===== config.mk =====
export PLATFORM = sky130hd
export DESIGN_NAME = vx_csr_rmw_stage
export DESIGN_NICKNAME = d
export VERILOG_FILES = /design/src/rtl/vx_csr_rmw_stage_pkg.sv /design/src/rtl/vx_csr_alu.sv /design/src/rtl/vx_csr_rmw_stage.sv
export SDC_FILE = /design/constraint.sdc
export NUM_CORES = 1
export LEC_CHECK = 0
export ABC_AREA = 1
export CAP_MARGIN = 20
export CORE_UTILIZATION = 30
export CTS_CLUSTER_SIZE = 30
export DETAILED_ROUTE_END_ITERATION = 10
export GPL_ROUTABILITY_DRIVEN = 1
export HOLD_SLACK_MARGIN = 0.12
export PLACE_DENSITY = 0.65
export REMOVE_ABC_BUFFERS = 1
export SYNTH_ARGS = -nofsm -noshare
export SYNTH_HDL_FRONTEND = slang
export SYNTH_SLANG_ARGS = --single-unit

===== constraint.sdc =====
create_clock -name clk -period 1.77 [get_ports clk]
set_input_delay 0.354 -clock clk [delete_from_list [all_inputs] [get_ports clk]]
set_output_delay 0.354 -clock clk [all_outputs]
set_load 0.005 [all_outputs]

===== src/rtl/vx_csr_rmw_stage_pkg.sv =====
// Shared CSR op encodings, default widths and the read-only address test
// used by the CSR read-modify-write stage.
package vx_csr_rmw_stage_pkg;

   localparam int DEF_NUM_WARPS     = 4;
   localparam int DEF_CSR_ADDR_BITS = 12;
   localparam int DEF_CSR_WIDTH     = 32;
   localparam int DEF_NW_BITS       = (DEF_NUM_WARPS > 1) ? $clog2(DEF_NUM_WARPS) : 1;

   typedef enum logic [1:0] {
      CSR_OP_RW  = 2'b00,
      CSR_OP_RS  = 2'b01,
      CSR_OP_RC  = 2'b10,
      CSR_OP_RSV = 2'b11
   } csr_op_e;

   // Takes the top two address bits; 2'b11 marks the read-only CSR space.
   function automatic logic csr_is_ro(input logic [1:0] addr_top);
      return addr_top == 2'b11;
   endfunction

endpackage


===== src/rtl/vx_csr_alu.sv =====
// Combinational half of the CSR stage: same-warp/same-address forwarding,
// RW/RS/RC value compute and write-suppress / read-only decode.
module vx_csr_alu
   import vx_csr_rmw_stage_pkg::*;
#(
   parameter int CSR_ADDR_BITS = DEF_CSR_ADDR_BITS,
   parameter int CSR_WIDTH     = DEF_CSR_WIDTH,
   parameter int NW_BITS       = DEF_NW_BITS
) (
   input  logic [1:0]               op_i,
   input  logic                     use_imm_i,
   input  logic [4:0]               imm_i,
   input  logic [4:0]               rs1_idx_i,
   input  logic [CSR_WIDTH-1:0]     rs1_data_i,
   input  logic [CSR_ADDR_BITS-1:0] addr_i,
   input  logic [NW_BITS-1:0]       wid_i,
   input  logic [CSR_WIDTH-1:0]     rd_data_i,
   input  logic                     fwd_en_i,
   input  logic [CSR_ADDR_BITS-1:0] fwd_addr_i,
   input  logic [NW_BITS-1:0]       fwd_wid_i,
   input  logic [CSR_WIDTH-1:0]     fwd_data_i,
   output logic [CSR_WIDTH-1:0]     old_o,
   output logic [CSR_WIDTH-1:0]     new_o,
   output logic                     wr_en_o,
   output logic                     illegal_o
);

   logic [CSR_WIDTH-1:0] src;
   logic                 src_nz;
   logic                 fwd_hit;
   logic                 want_write;

   assign src     = use_imm_i ? {{(CSR_WIDTH-5){1'b0}}, imm_i} : rs1_data_i;
   assign src_nz  = use_imm_i ? (imm_i != 5'd0) : (rs1_idx_i != 5'd0);
   // The store only updates at the clock edge, so the write sitting in the
   // output register is newer than anything rd_data can show.
   assign fwd_hit = fwd_en_i & (fwd_addr_i == addr_i) & (fwd_wid_i == wid_i);
   assign old_o   = fwd_hit ? fwd_data_i : rd_data_i;

   always_comb begin
      want_write = 1'b0;
      new_o      = src;
      case (csr_op_e'(op_i))
         CSR_OP_RW: begin
            want_write = 1'b1;
            new_o      = src;
         end
         CSR_OP_RS: begin
            want_write = src_nz;
            new_o      = old_o | src;
         end
         CSR_OP_RC: begin
            want_write = src_nz;
            new_o      = old_o & ~src;
         end
         CSR_OP_RSV: begin
            want_write = 1'b0;
            new_o      = old_o | src;
         end
      endcase
   end

   assign illegal_o = want_write & csr_is_ro(addr_i[CSR_ADDR_BITS-1 -: 2]);
   assign wr_en_o   = want_write & ~illegal_o;

endmodule


===== src/rtl/vx_csr_rmw_stage.sv =====
// CSR request/commit stage: drives the store read port, issues a one-cycle
// registered write and returns the old value through a response register.
module vx_csr_rmw_stage
   import vx_csr_rmw_stage_pkg::*;
#(
   parameter int CORE_ID       = 0,
   parameter int NUM_WARPS     = DEF_NUM_WARPS,
   parameter int CSR_ADDR_BITS = DEF_CSR_ADDR_BITS,
   parameter int CSR_WIDTH     = DEF_CSR_WIDTH,
   parameter int RD_BITS       = 5,
   parameter int NW_BITS       = (NUM_WARPS > 1) ? $clog2(NUM_WARPS) : 1
) (
   input  logic                     clk,
   input  logic                     reset,
   input  logic                     req_valid,
   output logic                     req_ready,
   input  logic [1:0]               req_op,
   input  logic                     req_use_imm,
   input  logic [4:0]               req_imm,
   input  logic [4:0]               req_rs1_idx,
   input  logic [CSR_WIDTH-1:0]     req_rs1_data,
   input  logic [CSR_ADDR_BITS-1:0] req_addr,
   input  logic [NW_BITS-1:0]       req_wid,
   input  logic [RD_BITS-1:0]       req_rd,
   output logic                     rd_enable,
   output logic [CSR_ADDR_BITS-1:0] rd_addr,
   output logic [NW_BITS-1:0]       rd_wid,
   input  logic [CSR_WIDTH-1:0]     rd_data,
   output logic                     wr_enable,
   output logic [CSR_ADDR_BITS-1:0] wr_addr,
   output logic [NW_BITS-1:0]       wr_wid,
   output logic [CSR_WIDTH-1:0]     wr_data,
   output logic                     rsp_valid,
   input  logic                     rsp_ready,
   output logic [CSR_WIDTH-1:0]     rsp_data,
   output logic [RD_BITS-1:0]       rsp_rd,
   output logic [NW_BITS-1:0]       rsp_wid,
   output logic                     rsp_illegal,
   output logic                     pending
);

   logic                     fire;
   logic [CSR_WIDTH-1:0]     alu_old, alu_new;
   logic                     alu_wr_en, alu_illegal;

   logic                     rsp_valid_q, rsp_valid_d;
   logic [CSR_WIDTH-1:0]     rsp_data_q, rsp_data_d;
   logic [RD_BITS-1:0]       rsp_rd_q, rsp_rd_d;
   logic [NW_BITS-1:0]       rsp_wid_q, rsp_wid_d;
   logic                     rsp_illegal_q, rsp_illegal_d;
   logic                     wr_en_q, wr_en_d;
   logic [CSR_ADDR_BITS-1:0] wr_addr_q, wr_addr_d;
   logic [NW_BITS-1:0]       wr_wid_q, wr_wid_d;
   logic [CSR_WIDTH-1:0]     wr_data_q, wr_data_d;

   assign req_ready = ~rsp_valid_q | rsp_ready;
   assign fire      = req_valid & req_ready;
   assign rd_enable = req_valid;
   assign rd_addr   = req_addr;
   assign rd_wid    = req_wid;

   vx_csr_alu #(
      .CSR_ADDR_BITS (CSR_ADDR_BITS),
      .CSR_WIDTH     (CSR_WIDTH),
      .NW_BITS       (NW_BITS)
   ) u_alu (
      .op_i       (req_op),
      .use_imm_i  (req_use_imm),
      .imm_i      (req_imm),
      .rs1_idx_i  (req_rs1_idx),
      .rs1_data_i (req_rs1_data),
      .addr_i     (req_addr),
      .wid_i      (req_wid),
      .rd_data_i  (rd_data),
      .fwd_en_i   (wr_en_q),
      .fwd_addr_i (wr_addr_q),
      .fwd_wid_i  (wr_wid_q),
      .fwd_data_i (wr_data_q),
      .old_o      (alu_old),
      .new_o      (alu_new),
      .wr_en_o    (alu_wr_en),
      .illegal_o  (alu_illegal)
   );

   // The write pulse depends only on fire, never on rsp_ready, so a stalled
   // response cannot delay or repeat a store update.
   always_comb begin
      rsp_valid_d   = rsp_valid_q;
      rsp_data_d    = rsp_data_q;
      rsp_rd_d      = rsp_rd_q;
      rsp_wid_d     = rsp_wid_q;
      rsp_illegal_d = rsp_illegal_q;
      wr_en_d       = fire & alu_wr_en;
      wr_addr_d     = wr_addr_q;
      wr_wid_d      = wr_wid_q;
      wr_data_d     = wr_data_q;
      if (fire) begin
         rsp_valid_d   = 1'b1;
         rsp_data_d    = alu_old;
         rsp_rd_d      = req_rd;
         rsp_wid_d     = req_wid;
         rsp_illegal_d = alu_illegal;
         wr_addr_d     = req_addr;
         wr_wid_d      = req_wid;
         wr_data_d     = alu_new;
      end else if (rsp_ready) begin
         rsp_valid_d   = 1'b0;
      end
   end

   always_ff @(posedge clk or negedge reset) begin
      if (!reset) begin
         rsp_valid_q   <= 1'b0;
         rsp_data_q    <= '0;
         rsp_rd_q      <= '0;
         rsp_wid_q     <= '0;
         rsp_illegal_q <= 1'b0;
         wr_en_q       <= 1'b0;
         wr_addr_q     <= '0;
         wr_wid_q      <= '0;
         wr_data_q     <= '0;
      end else begin
         rsp_valid_q   <= rsp_valid_d;
         rsp_data_q    <= rsp_data_d;
         rsp_rd_q      <= rsp_rd_d;
         rsp_wid_q     <= rsp_wid_d;
         rsp_illegal_q <= rsp_illegal_d;
         wr_en_q       <= wr_en_d;
         wr_addr_q     <= wr_addr_d;
         wr_wid_q      <= wr_wid_d;
         wr_data_q     <= wr_data_d;
      end
   end

   always_ff @(posedge clk) begin
      if (reset && req_valid)
         assert (req_op != CSR_OP_RSV)
         else $error("core %0d: reserved CSR op 2'b11 issued", CORE_ID);
   end

   assign wr_enable   = wr_en_q;
   assign wr_addr     = wr_addr_q;
   assign wr_wid      = wr_wid_q;
   assign wr_data     = wr_data_q;
   assign rsp_valid   = rsp_valid_q;
   assign rsp_data    = rsp_data_q;
   assign rsp_rd      = rsp_rd_q;
   assign rsp_wid     = rsp_wid_q;
   assign rsp_illegal = rsp_illegal_q;
   assign pending     = rsp_valid_q | wr_en_q;

endmodule


=== Word level (Yosys, flattened, before mapping) ===
Index checks and enable logic that the tools add are counted.

* Logic and storage cells: 40
* Register bits after elaboration: 86
* Input port bits: 100
* Output and inout bits: 105

* Reduce and logical (&&, ||, !) cells: 6
* Bitwise logic cells: 13
* Mux-type cells: 7
* Eq/ne operators: 6

{| class="wikitable"
|+ Operators by type and width
! operator !! number
|-
| one-hot mux 32 bit (3 select lines) || 1
|-
| 2-to-1 mux 32 bit || 2
|-
| bitwise AND 32 bit || 1
|-
| NOT 32 bit || 1
|-
| bitwise OR 32 bit || 1
|-
| == test 12 bit || 1
|-
| nonzero test 5 bit || 2
|-
| bitwise AND 1 bit || 6
|-
| == test 2 bit (second input constant) || 3
|-
| OR reduction 2 bit || 2
|-
| 2-to-1 mux 1 bit || 3
|-
| one-hot mux 1 bit (3 select lines) || 1
|-
| == test 2 x 1 -> 1 bit (second input constant) || 1
|-
| == test 2 bit || 1
|-
| zero test 2 bit || 1
|-
| NOT 1 bit || 2
|-
| bitwise OR 1 bit || 2
|-
| nonzero test 2 bit || 1
|}

=== Logic depth before layout (Yosys ltp) ===
Gate-level depths: netlist of run 1.

* Depth after elaboration: 7
* Gate-level depth with buffers: 13

=== Hierarchy ===
Synthesis of run 1 repeated with hierarchy kept, for this count alone.

* Cells, all modules: 816
* Area total of the unflattened synthesis: 5486.5 um^2

{| class="wikitable"
|+ Modules (own cells, without submodules)
! module !! area an instance (um^2) !! cells an instance !! times used
|-
| vx_csr_rmw_stage || 3509.6 || 389 || 1
|-
| vx_csr_alu || 1976.9 || 427 || 1
|}

=== Worst setup path after synthesis of run 1 ===
Ideal clock, no wire load.

* Kind: input-to-reg
* From: in req_op[0]
* To: reg wr_data_q[2], in the netlist wr_data[2]
* Stages on the path: 6
* Slack: 253 ps
* Arrival: 1400 ps
* Data required time: 1653 ps
* Path buffers: 1
* Setup time: 117 ps
* Cell sequence: ha_1 nor3_1 clkbuf_1 a21oi_1 nand2_1 nand2_1

* Longest elaborated chain between the ends: 3
* Elaborated cells on any way between the ends: 6

{| class="wikitable"
|+ Ends and longest elaborated chain
! what !! line !! text
|-
| from (decl) || vx_csr_rmw_stage.sv:17 || <nowiki>input logic [1:0] req_op,</nowiki>
|-
| == test 2 x 1 -> 1 bit or == test 2 bit (tied branches) || vx_csr_alu.sv:43 || <nowiki>case (csr_op_e'(op_i))</nowiki>
|-
| OR reduction 2 bit (no line) || - ||
|-
| one-hot mux 32 bit (3 select lines) * || vx_csr_alu.sv:43 ||
|-
| to (signal assigned) || vx_csr_rmw_stage.sv:131 || <nowiki>wr_data_q <= wr_data_d;</nowiki>
|-
| to (decl) || vx_csr_rmw_stage.sv:54 || <nowiki>logic [CSR_WIDTH-1:0] wr_data_q, wr_data_d;</nowiki>
|}

Every way passes the cells marked *; elsewhere a longest branch is shown, timed or not.
A chain may end at the register's enable or synchronous reset.

=== Worst setup path in the final report of run 1 ===
* From: in req_valid
* To: out rd_enable

{| class="wikitable"
|+ RTL lines
! what !! line !! text
|-
| from (decl) || vx_csr_rmw_stage.sv:15 || <nowiki>input logic req_valid,</nowiki>
|-
| to (decl) || vx_csr_rmw_stage.sv:25 || <nowiki>output logic rd_enable,</nowiki>
|}

No word-level cell between the ends.

==> summary.md, run 1 <==
| Metric | Value |
|---|---|
| Max Cap Violations | 0 |
| RSZ-0062 raised after global routing | yes |
| Period utilisation layout | 97.7% |
| First-pass GRT wire length | 25.4 mm |
| Simple-gate share of the synthesized area | 34.9% |
| GR Util All Layers | 18.0% |
| CTS buffer count | 9 |
| Leakage | 4.18 nW |
| Vias in the first global route | 4,854 |
| Clock power share | 32.2% |
| Sequential cell area | 0.00215 sq mm |
| Startpoint types | input pin |
| Initial antenna violation count | 0 |
| Boundary Pins | 205 |
| Post-route DRC | 0 |
| Cell family with most CP delay | buffers and inverters |
| WHS Endpoint | wr_addr[6] |
| Final worst path period need | 1.73 ns |
| Max_slew headroom | 67.5% |
| Combinational family with the most area after synthesis | simple AND/OR/NAND/NOR gates |
| Count of cell types in the netlist | 26 |
| H-tree depth | 3 |
| Leading area contributor after synthesis | dfrtp_1 |
| Least-Margin Pin Slew | 0.487 ns |
| R2R depth | 13 |
| Nets | 1,075 |
| Post-synthesis xor/xnor area fraction | 0.168% |
| Mean post-synth cell area | 6.80 sq um |
| Largest net degree at the start of global routing | 87 |
| Endpoints failing setup | 0 |
| Antenna diode instance count | 0 |
| R2R Path Start | wr_addr[2] |
| Synth Area in Adders | 0.959% |
| DIE AREA | 0.0179 sq mm |
| TritonCTS clock tree | done |
| GR Overflow Total | 0 |
| Synth area leaders | dfrtp_1, nand2_1, inv_1, nand3_1, nand2_2 |
| Routability cong. | 0.796 |
| Area of the multi-input gates | 0.00244 sq mm |
| Maximum clock rate | 578 MHz |
| Hold Slack | 0.339 ns |
| Layout Utilization | 49.0% |
| Vias | 5,295 |
| Die Span X | 134 um |
| Sequential element share of the synthesized area | 41.2% |
| Final Max Tran Viols | 0 |
| Critical path fanouts, max | 2 |
| Reg power frac | 38.5% |
| Clock Latency Late Sink | 0.34 ns |
| R2R setup slack | 0.12 ns |
| Worst hold start | req_addr[6] |
| Worst vdd ir | 0.427 mV |
| Crit-path cells | clkdlybuf4s50_1 > clkdlybuf4s50_1 |
| Compound-Gate Fraction of Synth Area | 8.15% |
| Yosys warns | 0 |
| Drt pass-1 iters | 6 |
| Initial DRC count | 213 |
| Sink Count | 86 |
| Cell internal pwr | 0.00462 W |
| Final antenna-violating net count | 0 |
| Row cnt | 47 |
| Worst hold stages | 3 |
| End of the worst register-to-register path | wr_data[31] |
| Status | finished, final reports clean |
| Pwr Density | 782 mW/mm^2 |
| Initial core utilization | 31.1% |
| Top cell type's share of synthesized area | 41.2% |
| Hold WC Path Type | input pin to flop |
| Post-Synthesis Cells | 768 |
| Sw Pwr | 0.00180 W |
| Total core area | 0.0168 sq mm |
| Wirelength, routed | 16.2 mm |
| CP Buf/Inv Count | 2 |
| WL/cell | 13.5 um |
| Sw Ratio | 28.0% |
| Top cells by count, synth | nand2_1, inv_1, dfrtp_1 |
| Most common cell in the netlist | nand2_1 |
| Detailed Place HPWL | 11.1 mm |
| Number of synthesized flops with an enable pin | 0 |
| Synth-to-layout area growth | 57.4% |
| Die H | 134 um |
| Port bufs | 204 |
| WP data arrival | 1.37 ns |
| Post-synthesis mux area share | 1.29% |
| Critical path required time | 1.42 ns |
| CTS clk-pin slew, worst paths | 0.07 ns |
| Worst Path Class, Setup | input pin to output port |
| Fill cells | 1,633 |
| Via density | 4.43 |
| Setup Skew | 0.00813 ns |
| Critical Path Max Stage Delay | 0.51 ns |
| Setup crit end kind | output port |
| Most Frequent Cell on Critical Path | clkdlybuf4s50_1 |
| CTS max path bufs | 2 |
| Synth async-reset ratio | 100% |
| #FFs+latches synth | 86 |
| CTS root buffer | clkbuf_16 |
| Fraction of layout cells with a size suffix above 1 | 11.7% |
| Slowest stage cell, crit path | clkdlybuf4s50_1 |
| Synth Flop Type | dfrtp_1 |
| Mapped cell area | 0.00522 sq mm |
| Final Hold Vio Count | 0 |
| Comb power frac | 29.3% |
## power by group through the flow
stage	sequential (W)	combinational (W)	clock, W
floorplan	0.00250	0.000660	0
global placement	0.00250	0.00187	0
detailed placement	0.00250	0.00188	0
CTS	0.00248	0.00188	0.00212
global route	0.00252	0.00208	0.00219
finish	0.00247	0.00188	0.00207
## area by class of cell
class	count	share of cell area, %
timing repair buffer	247	32.3
multi-input combinational	527	29.7
sequential	86	26.2
inverter	100	4.57
tap	220	3.35
clock buffer	12	3.00
clock inverter	4	0.853
## worst max path at each step
stage / depth (start not counted) / from / end
detailed placement: 13 / req_addr[2] / wr_data[20]
global route: 13 / wr_addr[2] / wr_data[16]
finish: 2 / req_valid / rd_enable
floorplan: 4 / rsp_ready / rsp_rd[0]
CTS: 13 / req_addr[2] / wr_data[10]
global placement: 13 / req_addr[2] / wr_data[4]
## sequential cells by signal, summed over array words and instances (netlist names)
name / cells
wr_enable: 1
rsp_illegal: 1
rsp_rd: 5
wr_data: 32
wr_addr: 12
rsp_data: 32
rsp_valid: 1
wr_wid: 2
## metrics by stage
stage | total power [W] | cell area [sq um] | setup WS, ns | cells | setup TNS (ns)
6_report | 0.00642 | 8220 | 0.0413 | 1196 | 0
5_1_grt | 0.00678 | 8220 | -0.0372 | 1196 | -0.294
4_1_cts | 0.00648 | 8030 | 0.00842 | 1191 | 0
3_5_place_dp | 0.00439 | 7710 | -0.398 | 1174 | -21.17
3_3_place_gp | 0.00437 | 7710 | -0.373 | 1174 | -20.67
2_1_floorplan | 0.00316 | 4900 | -1.78 | 713 | -136.00
## layer usage
| layer | GRT usage [%] | vias up | share of wire, % |
|---|---|---|---|
| li1 | - | 2737 | - |
| met1 | 24.3 | 2387 | 47 |
| met2 | 29.4 | 158 | 46 |
| met3 | 2.91 | 13 | 5.8 |
| met4 | 5.24 | 0 | 1.1 |
| met5 | 0 | - | 0 |
## kinds of logic after synthesis
group | after synthesis
and+or+nand+nor | 431
xor gates and xnor gates | 1
buffers and inverters | 155
muxes | 6
AOI/OAI and AO/OA | 85
DFF | 86
adders and majority gates | 4
## repair_timing
action	4_1_cts	5_1_grt
buffers inserted	0	2
hold buffers	1	0
gates cloned	0	3
endpoints found under the hold margin	86	0
endpoints found under the setup margin	19	66
pin swaps	0	7
gates resized for setup	8	27
## placed cells by master (no fill, tap or decap), types with 17 or more instances in the layout
cell type        instances
nand2_1                315
clkdlybuf4s50_1        187
inv_1                   96
dfrtp_1                 85
nand3_1                 63
a21oi_1                 33
o21ai_1                 31
nand2_2                 29
o21ai_0                 21
buf_4                   21
buf_12                  17
No activity file was read; power rests on OpenSTA's default activity.
==> run 2: changes to the inputs <==
PLACE_DENSITY = 0.64   (was 0.65)
SYNTH_HIERARCHICAL = 1   (was unset)
==> run 2 against run 1 <==
  * The flow now finishes with violations (negative setup slack)
  * Wire length increased by 20%
  * Worst hold slack improved by 0.11 ns
  * First-iteration DRC count increased by 80%
  * Combinational power grew 9.6%
  * Area after synthesis increased by 5.1%
  * Sequential power is essentially flat
  * Fmax shrank 7.1%
  * Cell count is 6.0% higher
  * Die area rose by 5.1%
  * Flip-flop and latch count unchanged
  * Final area grew 9.2%
  * Critical path type is now input pin to flop
  * Largest cell class is now multi-input gates
  * Largest power group unchanged
==> summary.md, run 2 <==
| Metric | Value |
|---|---|
| Status | finished, violations left |
| Failing checks | negative setup slack |
| Pwr Density | 736 mW/mm^2 |
| Mapped cell area | 0.00549 sq mm |
| Max Cap Violations | 0 |
| Most common cell in the netlist | nand2_1 |
| WP data arrival | 2.15 ns |
| CTS max path bufs | 2 |
| Hold WC Path Type | input pin to asynchronous set/reset pin |
| Sink Count | 86 |
| Leading area contributor after synthesis | dfrtp_1 |
| CTS buffer count | 9 |
| Final Hold Vio Count | 0 |
| Wirelength, routed | 19.4 mm |
| Leakage | 4.44 nW |
| H-tree depth | 3 |
| Fraction of layout cells with a size suffix above 1 | 16.6% |
| Worst vdd ir | 0.481 mV |
| Die Span X | 137 um |
| WL/cell | 15.3 um |
| Largest net degree at the start of global routing | 62 |
| Synth async-reset ratio | 100% |
| Top cell type's share of synthesized area | 39.2% |
| CTS clk-pin slew, worst paths | 0.06 ns |
| Startpoint types | input pin |
| GR Overflow Total | 0 |
| Synth area leaders | dfrtp_1, nand2_1, nand3_1, inv_1, a21oi_1 |
| Row cnt | 49 |
| Least-Margin Pin Slew | 0.419 ns |
| Period utilisation layout | 105% |
| Drt pass-1 iters | 5 |
| Yosys warns | 6 |
| Final antenna-violating net count | 0 |
| Post-Synthesis Cells | 816 |
| Sequential element share of the synthesized area | 39.2% |
| Critical path required time | 2.06 ns |
| Antenna diode instance count | 0 |
| Synth-to-layout area growth | 63.4% |
| CTS root buffer | clkbuf_16 |
| Routability cong. | 0.833 |
| Post-route DRC | 0 |
| Setup Skew | 0.00833 ns |
| First-pass GRT wire length | 28.9 mm |
| Total power | 0.00660 W |
| Nets | 1,138 |
| Count of cell types in the netlist | 22 |
| Worst Path Class, Setup | input pin to flop |
| R2R setup slack | -0.07 ns |
| Endpoints failing setup | 59 |
| Final Max Tran Viols | 0 |
| TritonCTS clock tree | done |
| Commonest non-fill, non-tap cell in the layout | nand2_1 |
| Maximum clock rate | 537 MHz |
| Initial core utilization | 30.5% |
| Initial DRC count | 383 |
| Setup crit end kind | flop |
| Mean post-synth cell area | 6.72 sq um |
| Synth Flop Type | dfrtp_1 |
| Die H | 137 um |
| RSZ-0062 raised after global routing | yes |
| Setup TNS | -2.62 ns |
| Critical path fanouts, max | 6 |
| Port bufs | 204 |
| Layout Cells excl Fill | 1,268 |
| Most frequent cells in the layout | nand2_1, clkdlybuf4s50_1, nand3_1, inv_1, dfrtp_1 |
| PnR worst setup slack | -0.0909 ns |
| Fill cells | 1,791 |
| Boundary Pins | 205 |
| Dpl cells | 1,232 |
| Top cells by count, synth | nand2_1, nand3_1, inv_1 |
| #FFs+latches synth | 86 |
| Vias | 5,990 |
| DIE AREA | 0.0188 sq mm |
| Clock Latency Late Sink | 0.35 ns |
| Via density | 4.72 |
| GR Util All Layers | 20.1% |
| Detailed Place HPWL | 12.4 mm |
| Final worst path period need | 1.86 ns |
| Initial antenna violation count | 1 |
| Vias in the first global route | 5,544 |
| Max_slew headroom | 71.7% |
| Layout Utilization | 49.9% |
| Total core area | 0.0180 sq mm |
| Number of synthesized flops with an enable pin | 0 |
-- run 2: changes by cell type in the layout (fill, tap and decap cells not counted), moves of 21 or more --
cell	previous run	this run
a21oi_2	0	21
nand3_1	63	125
and2_1	0	27
o21ai_1	31	0
nand2_1	315	255
buf_4	21	43
-- run 2: through the flow --
step                      hold slack (ns)  cell area [sq um]  setup slack, ns
after floorplan                    0.0584               5110           -0.675
after global placement              0.277               7930           -0.443
after detailed placement            0.276               7930           -0.445
after CTS                           0.432               8550          -0.0742
after global routing                0.451               8970           -0.233
final                               0.448               8970          -0.0909
-- run 2: cell families after synthesis --
kind of cell	Yosys count	synth area share, %
flops	86	39.2
fa+ha+maj	4	0.912
compound gates	66	6.09
buf+inv	171	14.2
simple gates	488	39.4
xor+xnor	1	0.160
-- run 2: critical path, cell delays in order --
cell             delay (ns)
clkdlybuf4s50_1        0.49
xnor2_1                0.13
nand3_2                0.11
nor2_4                 0.17
buf_6                  0.14
nand2_8                0.10
buf_12                 0.17
nand2_1                0.07
nand3_1                0.10
a21oi_2                0.14
nand3_1                0.09
nand2_1                0.08
-- run 2: power breakdown --
group	switching, W	total, W	internal (W)	leakage [nW]
clock	0.000785	0.00206	0.00127	0.157
sequential	0.000228	0.00248	0.00225	1.07
combinational	0.000921	0.00206	0.00114	3.21
total	0.00193	0.00660	0.00467	4.44
-- run 2: final cells by class --
| cell class | instances | area, sq um | share of cell area (%) |
|---|---|---|---|
| inverter | 107 | 402 | 4.48 |
| clock inverter | 4 | 70.1 | 0.781 |
| multi-input combinational | 559 | 2940 | 32.7 |
| clock buffer | 12 | 246 | 2.75 |
| sequential | 86 | 2150 | 24.0 |
| timing repair buffer | 271 | 2880 | 32.1 |
| tap | 229 | 287 | 3.20 |
-- run 2: path summary, 6_finish.rpt --
path,start,to,cells past startpoint
max,req_addr[10],wr_data[28],12
min,reset,wr_data[9],2
max reg2reg,wr_addr[3],wr_data[28],13
min reg2reg,rsp_data[9],rsp_data[9],2
max in group asynchronous,reset,wr_data[8],3
min in group clk,req_addr[9],wr_addr[9],3
-- run 2: metal layers --
metal | track usage, % | routed length [um] | vias to the layer above
met2 | 33.9 | 9190 | 245
met3 | 3.16 | 1430 | 25
met4 | 6.29 | 352 | 2
met5 | 0 | 10 | -
li1 | - | - | 2964
met1 | 26.3 | 8410 | 2754
-- run 2: what timing repair did --
item                       CTS  global route
gates resized for setup     43            70
pin swaps                   33            53
hold endpoints to repair    19             0
setup endpoints to repair   76            64
gates cloned                 5             4
buffers inserted             9             2
hold buffers                 1             0
